`src/rtl/psum_collector_pkg.sv`:
```
// Shared accelerator types and sizes for the partial-sum collector.
// Holds array dimensions, index widths and the collector state enum.
package accelerator_pkg;

    localparam int ARRAY_ROWS = 8;
    localparam int ARRAY_COLS = 8;
    localparam int PSUM_W     = 18;

    localparam int ROW_W = $clog2(ARRAY_ROWS);
    localparam int COL_W = $clog2(ARRAY_COLS);
    localparam int CNT_W = $clog2(ARRAY_ROWS + 1);

    typedef enum logic [1:0] {
        IDLE,
        COLLECT,
        DRAIN,
        DONE
    } collector_state_t;

endpackage

```
`src/rtl/psum_collector_if.sv`:
```
// Result stream from the collector to the write-back stage.
// Ports: out_valid/out_ready handshake, out_data element, out_row/out_col index.
interface psum_collector_if #(
    parameter int DATA_W = accelerator_pkg::PSUM_W,
    parameter int ROW_W  = accelerator_pkg::ROW_W,
    parameter int COL_W  = accelerator_pkg::COL_W
);

    logic              out_valid;
    logic              out_ready;
    logic [DATA_W-1:0] out_data;
    logic [ROW_W-1:0]  out_row;
    logic [COL_W-1:0]  out_col;

    modport master (
        output out_valid,
        output out_data,
        output out_row,
        output out_col,
        input  out_ready
    );

    modport slave (
        input  out_valid,
        input  out_data,
        input  out_row,
        input  out_col,
        output out_ready
    );

endinterface

```
`src/rtl/psum_collector_col_buffer.sv`:
```
// One array column of the result buffer: ROWS-deep write-indexed store.
// Ports: clk, rst, clr (restart count), wr_en/wr_data (strobe + sum),
//   rd_idx/rd_data (row read), count (rows captured), ovf (strobe when full).
// With PSUM_COLLECTOR_RELU_EN defined, negative sums are captured as 0.
module psum_col_buffer #(
    parameter int ROWS   = accelerator_pkg::ARRAY_ROWS,
    parameter int PSUM_W = accelerator_pkg::PSUM_W,
    parameter int IDX_W  = $clog2(ROWS),
    parameter int CNT_W  = $clog2(ROWS + 1)
) (
    input  logic              clk,
    input  logic              rst,
    input  logic              clr,
    input  logic              wr_en,
    input  logic [PSUM_W-1:0] wr_data,
    input  logic [IDX_W-1:0]  rd_idx,
    output logic [PSUM_W-1:0] rd_data,
    output logic [CNT_W-1:0]  count,
    output logic              ovf
);

    logic [PSUM_W-1:0] mem [ROWS];
    logic              full;
    logic              wr_ok;
    logic [PSUM_W-1:0] wr_val;

    assign full  = (count == CNT_W'(ROWS));
    assign wr_ok = wr_en && !full;
    assign ovf   = wr_en && full;

`ifdef PSUM_COLLECTOR_RELU_EN
    assign wr_val = wr_data[PSUM_W-1] ? '0 : wr_data;
`else
    assign wr_val = wr_data;
`endif

    always_ff @(posedge clk or posedge rst) begin
        if (rst) begin
            count <= '0;
        end else if (clr) begin
            count <= '0;
        end else if (wr_ok) begin
            count <= count + CNT_W'(1);
        end
    end

    // Storage needs no reset: an entry is only read once count passes it.
    always_ff @(posedge clk) begin
        if (wr_ok) begin
            mem[count[IDX_W-1:0]] <= wr_val;
        end
    end

    assign rd_data = mem[rd_idx];

endmodule

```
`src/rtl/psum_collector.sv`:
```
// De-skews per-column partial sums into a tile buffer and drains row-major.
// Ports: clk, rst, tile_start, col_valid/col_psum in; out_if stream (master);
//   tile_done pulse, busy, sticky err. Option: PSUM_COLLECTOR_RELU_EN.
module psum_collector #(
    parameter int ROWS   = accelerator_pkg::ARRAY_ROWS,
    parameter int COLS   = accelerator_pkg::ARRAY_COLS,
    parameter int PSUM_W = accelerator_pkg::PSUM_W
) (
    input  logic                   clk,
    input  logic                   rst,
    input  logic                   tile_start,
    input  logic [COLS-1:0]        col_valid,
    input  logic [COLS*PSUM_W-1:0] col_psum,
    psum_collector_if.master       out_if,
    output logic                   tile_done,
    output logic                   busy,
    output logic                   err
);

    import accelerator_pkg::*;

    localparam int RIDX_W = $clog2(ROWS);
    localparam int CIDX_W = $clog2(COLS);
    localparam int WCNT_W = $clog2(ROWS + 1);

    collector_state_t state_q;
    collector_state_t state_d;

    logic [WCNT_W-1:0] wcnt    [COLS];
    logic [PSUM_W-1:0] rd_data [COLS];
    logic [COLS-1:0]   ovf;

    logic [RIDX_W-1:0] rrow;
    logic [CIDX_W-1:0] rcol;
    logic [WCNT_W-1:0] min_cnt;

    logic accepting;
    logic start;
    logic all_full;
    logic row_ready;
    logic out_valid;
    logic xfer;
    logic last_xfer;
    logic stray_wr;
    logic start_err;

    assign accepting = (state_q == COLLECT) || (state_q == DRAIN);
    assign start     = (state_q == IDLE) && tile_start;

    for (genvar c = 0; c < COLS; c++) begin : g_col
        psum_col_buffer #(
            .ROWS   (ROWS),
            .PSUM_W (PSUM_W)
        ) u_col (
            .clk     (clk),
            .rst     (rst),
            .clr     (start),
            .wr_en   (col_valid[c] && accepting),
            .wr_data (col_psum[c*PSUM_W +: PSUM_W]),
            .rd_idx  (rrow),
            .rd_data (rd_data[c]),
            .count   (wcnt[c]),
            .ovf     (ovf[c])
        );
    end

    // The slowest column bounds how many rows are complete.
    always_comb begin
        min_cnt = WCNT_W'(ROWS);
        for (int c = 0; c < COLS; c++) begin
            if (wcnt[c] < min_cnt) begin
                min_cnt = wcnt[c];
            end
        end
    end

    assign all_full  = (min_cnt == WCNT_W'(ROWS));
    assign row_ready = (min_cnt > WCNT_W'(rrow));

    assign out_valid = accepting && row_ready;
    assign xfer      = out_valid && out_if.out_ready;
    assign last_xfer = xfer
                    && (rrow == RIDX_W'(ROWS - 1))
                    && (rcol == CIDX_W'(COLS - 1));

    // Buffer entries are write-once per tile, so the selected word holds
    // steady for as long as the pointer is stalled.
    assign out_if.out_valid = out_valid;
    assign out_if.out_data  = rd_data[rcol];
    assign out_if.out_row   = rrow;
    assign out_if.out_col   = rcol;

    assign stray_wr  = (|col_valid)
                    && ((state_q == IDLE) || (state_q == DONE));
    assign start_err = tile_start && (state_q != IDLE);

    always_comb begin
        state_d = state_q;
        unique case (state_q)
            IDLE: begin
                if (tile_start) begin
                    state_d = COLLECT;
                end
            end
            COLLECT: begin
                if (last_xfer) begin
                    state_d = DONE;
                end else if (all_full) begin
                    state_d = DRAIN;
                end
            end
            DRAIN: begin
                if (last_xfer) begin
                    state_d = DONE;
                end
            end
            DONE: begin
                state_d = IDLE;
            end
            default: begin
                state_d = IDLE;
            end
        endcase
    end

    always_ff @(posedge clk or posedge rst) begin
        if (rst) begin
            state_q <= IDLE;
        end else begin
            state_q <= state_d;
        end
    end

    always_ff @(posedge clk or posedge rst) begin
        if (rst) begin
            rrow <= '0;
            rcol <= '0;
        end else if (start) begin
            rrow <= '0;
            rcol <= '0;
        end else if (xfer) begin
            if (rcol == CIDX_W'(COLS - 1)) begin
                rcol <= '0;
                rrow <= rrow + RIDX_W'(1);
            end else begin
                rcol <= rcol + CIDX_W'(1);
            end
        end
    end

    always_ff @(posedge clk or posedge rst) begin
        if (rst) begin
            err <= 1'b0;
        end else if (stray_wr || start_err || (|ovf)) begin
            err <= 1'b1;
        end
    end

    assign tile_done = (state_q == DONE);
    assign busy      = (state_q != IDLE);

endmodule

```
`src/flat_wrapper.sv`:
```
// flat-port wrapper written by rule: the top's interface ports become plain ports
module psum_collector_flat import accelerator_pkg::*;
#(
    parameter int ROWS   = accelerator_pkg::ARRAY_ROWS,
    parameter int COLS   = accelerator_pkg::ARRAY_COLS,
    parameter int PSUM_W = accelerator_pkg::PSUM_W
)
  (clk, rst, tile_start, col_valid, col_psum, tile_done, busy, err, out_if_out_valid, out_if_out_data, out_if_out_row, out_if_out_col, out_if_out_ready);
  psum_collector_if #(.DATA_W((18)), .ROW_W(3), .COL_W(3)) out_if_i ();
  input  logic clk;
  input  logic rst;
  input  logic tile_start;
  input  logic [COLS-1:0] col_valid;
  input  logic [COLS*PSUM_W-1:0] col_psum;
  output logic tile_done;
  output logic busy;
  output logic err;
  output wire logic [$bits(out_if_i.out_valid)-1:0] out_if_out_valid;
  output wire logic [$bits(out_if_i.out_data)-1:0] out_if_out_data;
  output wire logic [$bits(out_if_i.out_row)-1:0] out_if_out_row;
  output wire logic [$bits(out_if_i.out_col)-1:0] out_if_out_col;
  input wire logic [$bits(out_if_i.out_ready)-1:0] out_if_out_ready;
  assign out_if_out_valid = out_if_i.out_valid;
  assign out_if_out_data = out_if_i.out_data;
  assign out_if_out_row = out_if_i.out_row;
  assign out_if_out_col = out_if_i.out_col;
  assign out_if_i.out_ready = out_if_out_ready;
  psum_collector #(.ROWS(ROWS), .COLS(COLS), .PSUM_W(PSUM_W)) u_core (.clk(clk), .rst(rst), .tile_start(tile_start), .col_valid(col_valid), .col_psum(col_psum), .out_if(out_if_i), .tile_done(tile_done), .busy(busy), .err(err));
endmodule
```
`config.mk`:
```
export PLATFORM = sky130hd
export DESIGN_NAME = psum_collector_flat
export DESIGN_NICKNAME = d
export VERILOG_FILES = /design/src/rtl/psum_collector_pkg.sv /design/src/rtl/psum_collector_if.sv /design/src/rtl/psum_collector_col_buffer.sv /design/src/rtl/psum_collector.sv /design/src/flat_wrapper.sv
export SDC_FILE = /design/constraint.sdc
export NUM_CORES = 1
export LEC_CHECK = 0
export BUFFER_PORTS_ARGS = -buffer_cell sky130_fd_sc_hd__buf_2
export CAP_MARGIN = 40
export CORE_MARGIN = 5
export CORE_UTILIZATION = 62
export DETAILED_ROUTE_END_ITERATION = 10
export PLACE_DENSITY = 0.84
export SYNTH_ARGS = -nofsm -noshare
export SYNTH_HDL_FRONTEND = slang
export SYNTH_SLANG_ARGS = --single-unit
```
`constraint.sdc`:
```
create_clock -name clk -period 30.5 [get_ports clk]
set_input_delay 6.1 -clock clk [delete_from_list [all_inputs] [get_ports clk]]
set_output_delay 6.1 -clock clk [all_outputs]
set_load 0.05 [all_outputs]
```
# Yosys cells after proc, flatten, opt, wreduce, memory -nomap -nowiden
# Memories as Yosys holds them, arrays and structs flattened.
# Cells that the tools add are included.
[totals] register_bits=41 latch_bits=0 ram_bits=1152 mem_bits_ro=0 inputBits=156 output_inout_bits=28 n_memories=8
[memory_table] memory="u_core.g_col[0].u_col.mem" words=8 width=18 read_ports=1 rd_ports_with_merged_regs=0 wr=1 line="psum_collector_col_buffer.sv:22" source="logic [PSUM_W-1:0] mem [ROWS];"
[memory_table] memory="u_core.g_col[1].u_col.mem" words=8 width=18 read_ports=1 rd_ports_with_merged_regs=0 wr=1 line="psum_collector_col_buffer.sv:22"
[memory_table] memory="u_core.g_col[2].u_col.mem" words=8 width=18 read_ports=1 rd_ports_with_merged_regs=0 wr=1 line="psum_collector_col_buffer.sv:22"
[memory_table] memory="u_core.g_col[3].u_col.mem" words=8 width=18 read_ports=1 rd_ports_with_merged_regs=0 wr=1 line="psum_collector_col_buffer.sv:22"
[memory_table] memory="u_core.g_col[4].u_col.mem" words=8 width=18 read_ports=1 rd_ports_with_merged_regs=0 wr=1 line="psum_collector_col_buffer.sv:22"
[memory_table] memory="u_core.g_col[5].u_col.mem" words=8 width=18 read_ports=1 rd_ports_with_merged_regs=0 wr=1 line="psum_collector_col_buffer.sv:22"
[memory_table] memory="2 more memories"
[classes] n_addsub=10 mul=0 div_mod_pow=0 order_cmp=10 eq_ne=17 shifts=0 muxes=54 n_bitwise=1 reduce_logical=59
[op_table] operator="$mux 4" n=24
[op_table] operator="$bmux 18 s3" n=1
[op_table] operator="$eq 4x4->1 const B" n=9
[op_table] operator="$mux 18" n=2
[op_table] operator="$add 4x1->4 const B" n=8
[op_table] operator="$logic_and 1x1->1" n=31
[op_table] operator="$lt 4x4->1" n=7
[op_table] operator="$reduce_bool 2->1" n=11
[op_table] operator="$mux 3" n=6
[op_table] operator="$mux 1" n=16
[op_table] operator="$reduce_or 8->1" n=2
[op_table] operator="$logic_not 1->1" n=8
[op_table] operator="$mux 2" n=4
[op_table] operator="$pmux 2 s4" n=1
[op_table] operator="$add 3x1->3 const B" n=2
[op_table] operator="$eq 3x3->1 const B" n=2
[op_table] operator="$eq 2x2->1 const B" n=2
[op_table] operator="$ge 4x4->1 const B" n=1
[op_table] operator="$gt 4x3->1" n=1
[op_table] operator="$logic_or 1x1->1" n=4
[op_table] operator="$lt 4x4->1 const B" n=1
[op_table] operator="$not 3->4" n=1
[op_table] operator="$ne 3x1->1 const B" n=1
[op_table] operator="$reduce_and 3->1" n=1
[op_table] operator="other kinds (5)" n=5

# Depth between registers and ports, before layout
[depth] ltp_word=23 ltp_mapped=60 depth_no_buf=60

# By module
# Synthesis repeated with hierarchy kept, for this count alone.
[hier_totals] cells_unflattened=2277 area_unflattened_um2=49556.3
[by_module_without_submodules] mod="psum_col_buffer" n_inst=8 cells_per_inst=246 area_per_inst_um2=5824.3
[by_module_without_submodules] mod="psum_collector" n_inst=1 cells_per_inst=309 area_per_inst_um2=2961.6

# Worst setup path after synthesis
# No wires, ideal clock.
[synth_path] path_kind="flip-flop to output port" startpoint="reg u_core.g_col[0].u_col.count[2]" endpoint="out out_if_out_valid" t_arrival_ns=9.988 setup_slack_ns=14.412 stages_incl_launch_ff=51 cell_sequence="dfrtp_1 clkbuf_1 nand2_1 ha_1 o211ai_1 o21ai_1 mux2_2 ha_1 nor2b_1 and2_1 a21oi_1 nand2_1 o21ai_0 ha_1 or2_1 a311oi_2 a31oi_1 o211a_1 [15 not listed] o21ai_0 a21oi_1 nor2_1 a31oi_1 o21ai_2 or2_1 o21ai_1 inv_2 ha_1 or2_2 a31oi_1 a31o_2 a31oi_1 mux2_4 ha_1 o21a_1 o21ai_0 a21oi_1"
[synth_via] elab_chain_cells=18
[synth_rtl] item="start: declaration" line="psum_collector_col_buffer.sv:18" source="output logic [CNT_W-1:0] count,"
[synth_rtl] item="start signal: assignment" line="psum_collector_col_buffer.sv:43" source="count <= count + CNT_W'(1);"
[synth_rtl] item="$lt 4x4->1" line="psum_collector.sv:71" source="if (wcnt[c] < min_cnt) begin"
[synth_rtl] item="$mux 4 *" line="psum_collector.sv:71"
[synth_rtl] item="$lt 4x4->1" line="psum_collector.sv:71"
[synth_rtl] item="$mux 4 *" line="psum_collector.sv:71"
[synth_rtl] item="$lt 4x4->1" line="psum_collector.sv:71"
[synth_rtl] item="$mux 4 *" line="psum_collector.sv:71"
[synth_rtl] item="$lt 4x4->1" line="psum_collector.sv:71"
[synth_rtl] item="$mux 4 *" line="psum_collector.sv:71"
[synth_rtl] item="[2 not listed]"
[synth_rtl] item="$lt 4x4->1" line="psum_collector.sv:71"
[synth_rtl] item="$mux 4 *" line="psum_collector.sv:71"
[synth_rtl] item="$lt 4x4->1" line="psum_collector.sv:71"
[synth_rtl] item="$mux 4 *" line="psum_collector.sv:71"
[synth_rtl] item="$lt 4x4->1" line="psum_collector.sv:71"
[synth_rtl] item="$mux 4 *" line="psum_collector.sv:71"
[synth_rtl] item="$gt 4x3->1 *" line="psum_collector.sv:78" source="assign row_ready = (min_cnt > WCNT_W'(rrow));"
[synth_rtl] item="$logic_and 1x1->1 *" line="psum_collector.sv:80" source="assign out_valid = accepting && row_ready;"
[synth_rtl] item="end: declaration" line="flat_wrapper.sv:18" source="output wire logic [$bits(out_if_i.out_valid)-1:0] out_if_out_valid;"
# Every way passes the cells marked *; elsewhere a longest branch is shown, timed or not.

# Final worst setup path
[layout_path] startpoint="reg u_core.g_col[0].u_col.count[3]" endpoint="out out_if_out_valid"
# Same word-level chain as after synthesis.

==> flow_metrics.py <==
metrics = {
    "status": {
        "status": "finished, final reports clean",
    },
    "route": {
        "routed_wl_mm": 122,
        "drt_iter0_markers": 3645,
        "wl_per_cell_um": 34.9,
        "vias_per_cell": 6.97,
        "dr.pass1.iters": 6,
        "ant_nets": 0,
        "drc_errors": 0,
        "vias": 24430,
    },
    "yosys": {
        "syn_inst": 2127,
        "synth_cell_types": 62,
        "syn_nets": 2337,
        "yosysWarnings": 0,
        "synth-edff-count": 1152,
        "seq_area_frac_synth_pct": 75.2,
        "syn_area_per_cell_um2": 22.3,
        "ys_seq_elements": 1193,
        "synth-async-reset-ratio_pct": 3.44,
        "syn_area_um2": 47400,
        "synth-main-ff-cell": "edfxtp_1",
    },
    "grt": {
        "overflow": 0,
        "met1_usage_pct": 39.8,
        "grt_pass1_vias": 25044,
        "antenna_found_initial": 32,
        "grt_max_degree": 168,
        "grt_pass1_wl_mm": 176,
        "grt_util_met3_pct": 7.39,
        "gr-usage-met2_pct": 49.1,
        "busiest_layer": "met2",
        "grt_usage_pct": 30.1,
    },
    "placed_design": {
        "dpl.hpwl_mm": 71.5,
        "routabilityCongestion": 0.910,
        "numPortBuffers": 183,
        "dp_cells": 3274,
    },
    "clocking": {
        "cts_root_buf": "clkbuf_16",
        "cts_tree": "yes",
        "hold_buffers": 0,
        "clockBufferDepth": 3,
        "ctsResizeCount": 0,
        "h-tree-depth": 3,
        "clk_pin_slew_worst_paths_ns": 0.07,
        "clk_latency_ns": 0.70,
        "post-cts-setup-buffers": 0,
        "cts_num_sinks": 1193,
        "cts_buffers": 113,
    },
    "die": {
        "fp.dieW_um": 286,
        "start_util_pct": 62.5,
        "core_area_um2": 75800,
        "placementRows": 101,
        "die_height_um": 286,
        "die-area_um2": 82000,
        "io_pins": 184,
    },
    "power": {
        "power_frac_seq_pct": 37.8,
        "p_int_mw": 3.70,
        "comb_power_share_pct": 36.6,
        "finalPower_mw": 5.66,
        "ir_drop_mv": 0.0908,
        "power_density_nw_per_um2": 105,
        "pwr-share-clk_pct": 25.6,
        "p_sw_share_pct": 34.7,
        "p_switching_mw": 1.96,
        "leakagePower_nw": 17.6,
    },
    "worst_setup_path": {
        "rrSetupSlack_ns": 17.84,
        "crit_slowest_cell": "a31oi_1",
        "slowest_delay_ns": 0.49,
        "reg2reg_to": "u_core.state_q[0]",
        "reg2reg_from": "u_core.g_col[0].u_col.count[3]",
        "rr_worst_depth": 57,
        "worstSetupEndpointType": "output pin",
        "crit_fanout": 7,
        "crit_type": "reg2out",
        "worst_setup_path_start_kind": "register",
        "cp.arrival_ns": 12.35,
        "crit_required_ns": 24.40,
    },
    "hold_path": {
        "hold_path_class": "reg2reg",
        "min_path_cells": 2,
        "min_to": "u_core.g_col[5].u_col.count[3]",
        "worstHoldStart": "u_core.g_col[5].u_col.count[3]",
    },
    "timing": {
        "setup-tns-final_ns": 0,
        "rsz0062_at_grt": "false",
        "worst_slew_pin_slew_ns": 1.08,
        "fmax_ghz": 0.0542,
        "finalClockSkew_ns": 0.0311,
        "setup_viol": 0,
        "post-route-period-util_pct": 60.5,
        "fin_crit_ns": 18.45,
        "hold_slack_ns": 0.617,
        "timing.final.hold_violations": 0,
        "slew_viol_final": 0,
        "slew_headroom_pct": 27.8,
    },
    "cells_and_area": {
        "area_growth_pct": 14.2,
        "layout-drive-gt1-share_pct": 35.5,
        "fin_cells": 3507,
        "fin_nets": 2622,
    },
    "job": {
        "max-cap-violations": 0,
    },
}
==> cell families (layout without fill, tap and decap cells) <==
group	after synthesis	count (layout)	synth area share (%)
DFF	1193	1193	75.2
and+or+nand+nor	224	224	2.13
buffers and inverters	151	532	1.20
other	0	21	0
adders and majority gates	54	54	1.43
xor gates and xnor gates	20	20	0.370
AOI/OAI and AO/OA	91	91	1.33
muxes	394	394	18.3
==> routing by layer <==
metal | part of all wire (%) | vias up
li1 | - | 9538
met1 | 34 | 12679
met2 | 51 | 1885
met3 | 11 | 308
met4 | 4.5 | 20
met5 | 0.21 | -
==> placed cells by master, fill, tap and decap left out, types with 14 or more instances in the layout <==
| cell type | n |
|---|---|
| edfxtp_1 | 1152 |
| nor2_2 | 24 |
| diode_2 | 21 |
| clkbuf_1 | 22 |
| clkinv_1 | 19 |
| nor3_2 | 22 |
| inv_1 | 46 |
| bufinv_16 | 14 |
| clkinv_2 | 20 |
| dfrtp_1 | 38 |
| nor2_1 | 65 |
| buf_2 | 183 |
| xnor2_1 | 15 |
| clkbuf_16 | 116 |
| a21oi_1 | 29 |
| nand2_1 | 55 |
| mux2i_1 | 14 |
| buf_4 | 78 |
| ha_1 | 54 |
| mux4_2 | 378 |
==> sequential cells by signal (all words and copies together), names as in the netlist <==
register,flops
u_core.g_col.u_col.mem,1152
u_core.err,1
u_core.g_col.u_col.count,32
u_core.out_if.out_col,3
u_core.state_q,2
u_core.out_if.out_row,3
==> how the worst max path moves through the flow <==
stage	end	slack, ns	cells after the start	from
6_report	out_if_out_valid	12.05	53	u_core.g_col[0].u_col.count[3]
5_1_grt	out_if_out_valid	11.42	53	u_core.g_col[0].u_col.count[3]
4_1_cts	out_if_out_valid	12.35	52	u_core.g_col[0].u_col.count[3]
3_5_place_dp	out_if_out_valid	13.41	52	u_core.g_col[0].u_col.count[3]
3_3_place_gp	out_if_out_valid	13.97	51	u_core.g_col[0].u_col.count[3]
2_1_floorplan	out_if_out_valid	14.41	50	u_core.g_col[0].u_col.count[2]
==> layout make-up <==
| class | instances | area (um^2) |
|---|---|---|
| well taps | 978 | 1220 |
| multi-input cells | 783 | 11400 |
| repair buffers | 271 | 1750 |
| flip-flops and latches | 1193 | 35600 |
| clock buffers | 150 | 3150 |
| fillers | 4101 | 21800 |
| clock inverters | 61 | 694 |
| diodes | 21 | 52.6 |
| inverters | 50 | 190 |
==> Yosys cell counts (all sizes together), types with 4 or more instances <==
cell type / number / share of area [%]
a21oi: 29 / 0.31
a31oi: 4 / 0.053
and3: 4 / 0.053
buf: 35 / 0.28
clkbuf: 66 / 0.52
dfrtp: 41 / 2.2
edfxtp: 1152 / 73
ha: 54 / 1.4
inv: 49 / 0.39
mux2i: 14 / 0.30
mux4: 378 / 18
nand2: 55 / 0.44
nand2b: 11 / 0.15
nand3: 11 / 0.12
nand4: 4 / 0.066
nor2: 90 / 0.71
nor2b: 4 / 0.053
nor3: 24 / 0.25
nor4: 6 / 0.079
o211a: 4 / 0.085
o211ai: 7 / 0.11
o21a: 4 / 0.063
o21ai: 16 / 0.18
o22ai: 4 / 0.095
or2: 6 / 0.085
xnor2: 15 / 0.28
xor2: 5 / 0.092
==> worst max-delay path: cells and delay by family, from the launching register on <==
family                     cells  cell delay (ns)
AOI/OAI and AO/OA             30             6.15
adders and majority gates      8             2.27
buffers and inverters          3             0.60
DFF                            1             0.46
muxes                          1             0.40
and+or+nand+nor               11             1.77
==> power groups by stage <==
| stage | registers, mW | clock network, mW | logic, mW |
|---|---|---|---|
| after global placement | 2.13 | 0 | 1.90 |
| final | 2.14 | 1.45 | 2.07 |
| after detailed placement | 2.16 | 0 | 2.00 |
| after floorplan | 2.09 | 0 | 1.41 |
| after CTS | 2.14 | 1.46 | 2.05 |
| after global routing | 2.15 | 1.54 | 2.17 |
==> through the flow <==
| step | setup WS, ns | utilization, % | instance area [um^2] |
|---|---|---|---|
| 4_1_cts | 12.35 | 71.2 | 54000 |
| 3_3_place_gp | 13.97 | 65.8 | 49900 |
| 2_1_floorplan | 14.41 | - | 47400 |
| 5_1_grt | 11.42 | 71.3 | 54000 |
| 3_5_place_dp | 13.41 | 66.1 | 50100 |
| 6_report | 12.05 | 71.3 | 54100 |
(Power assumes the default switching activity.)
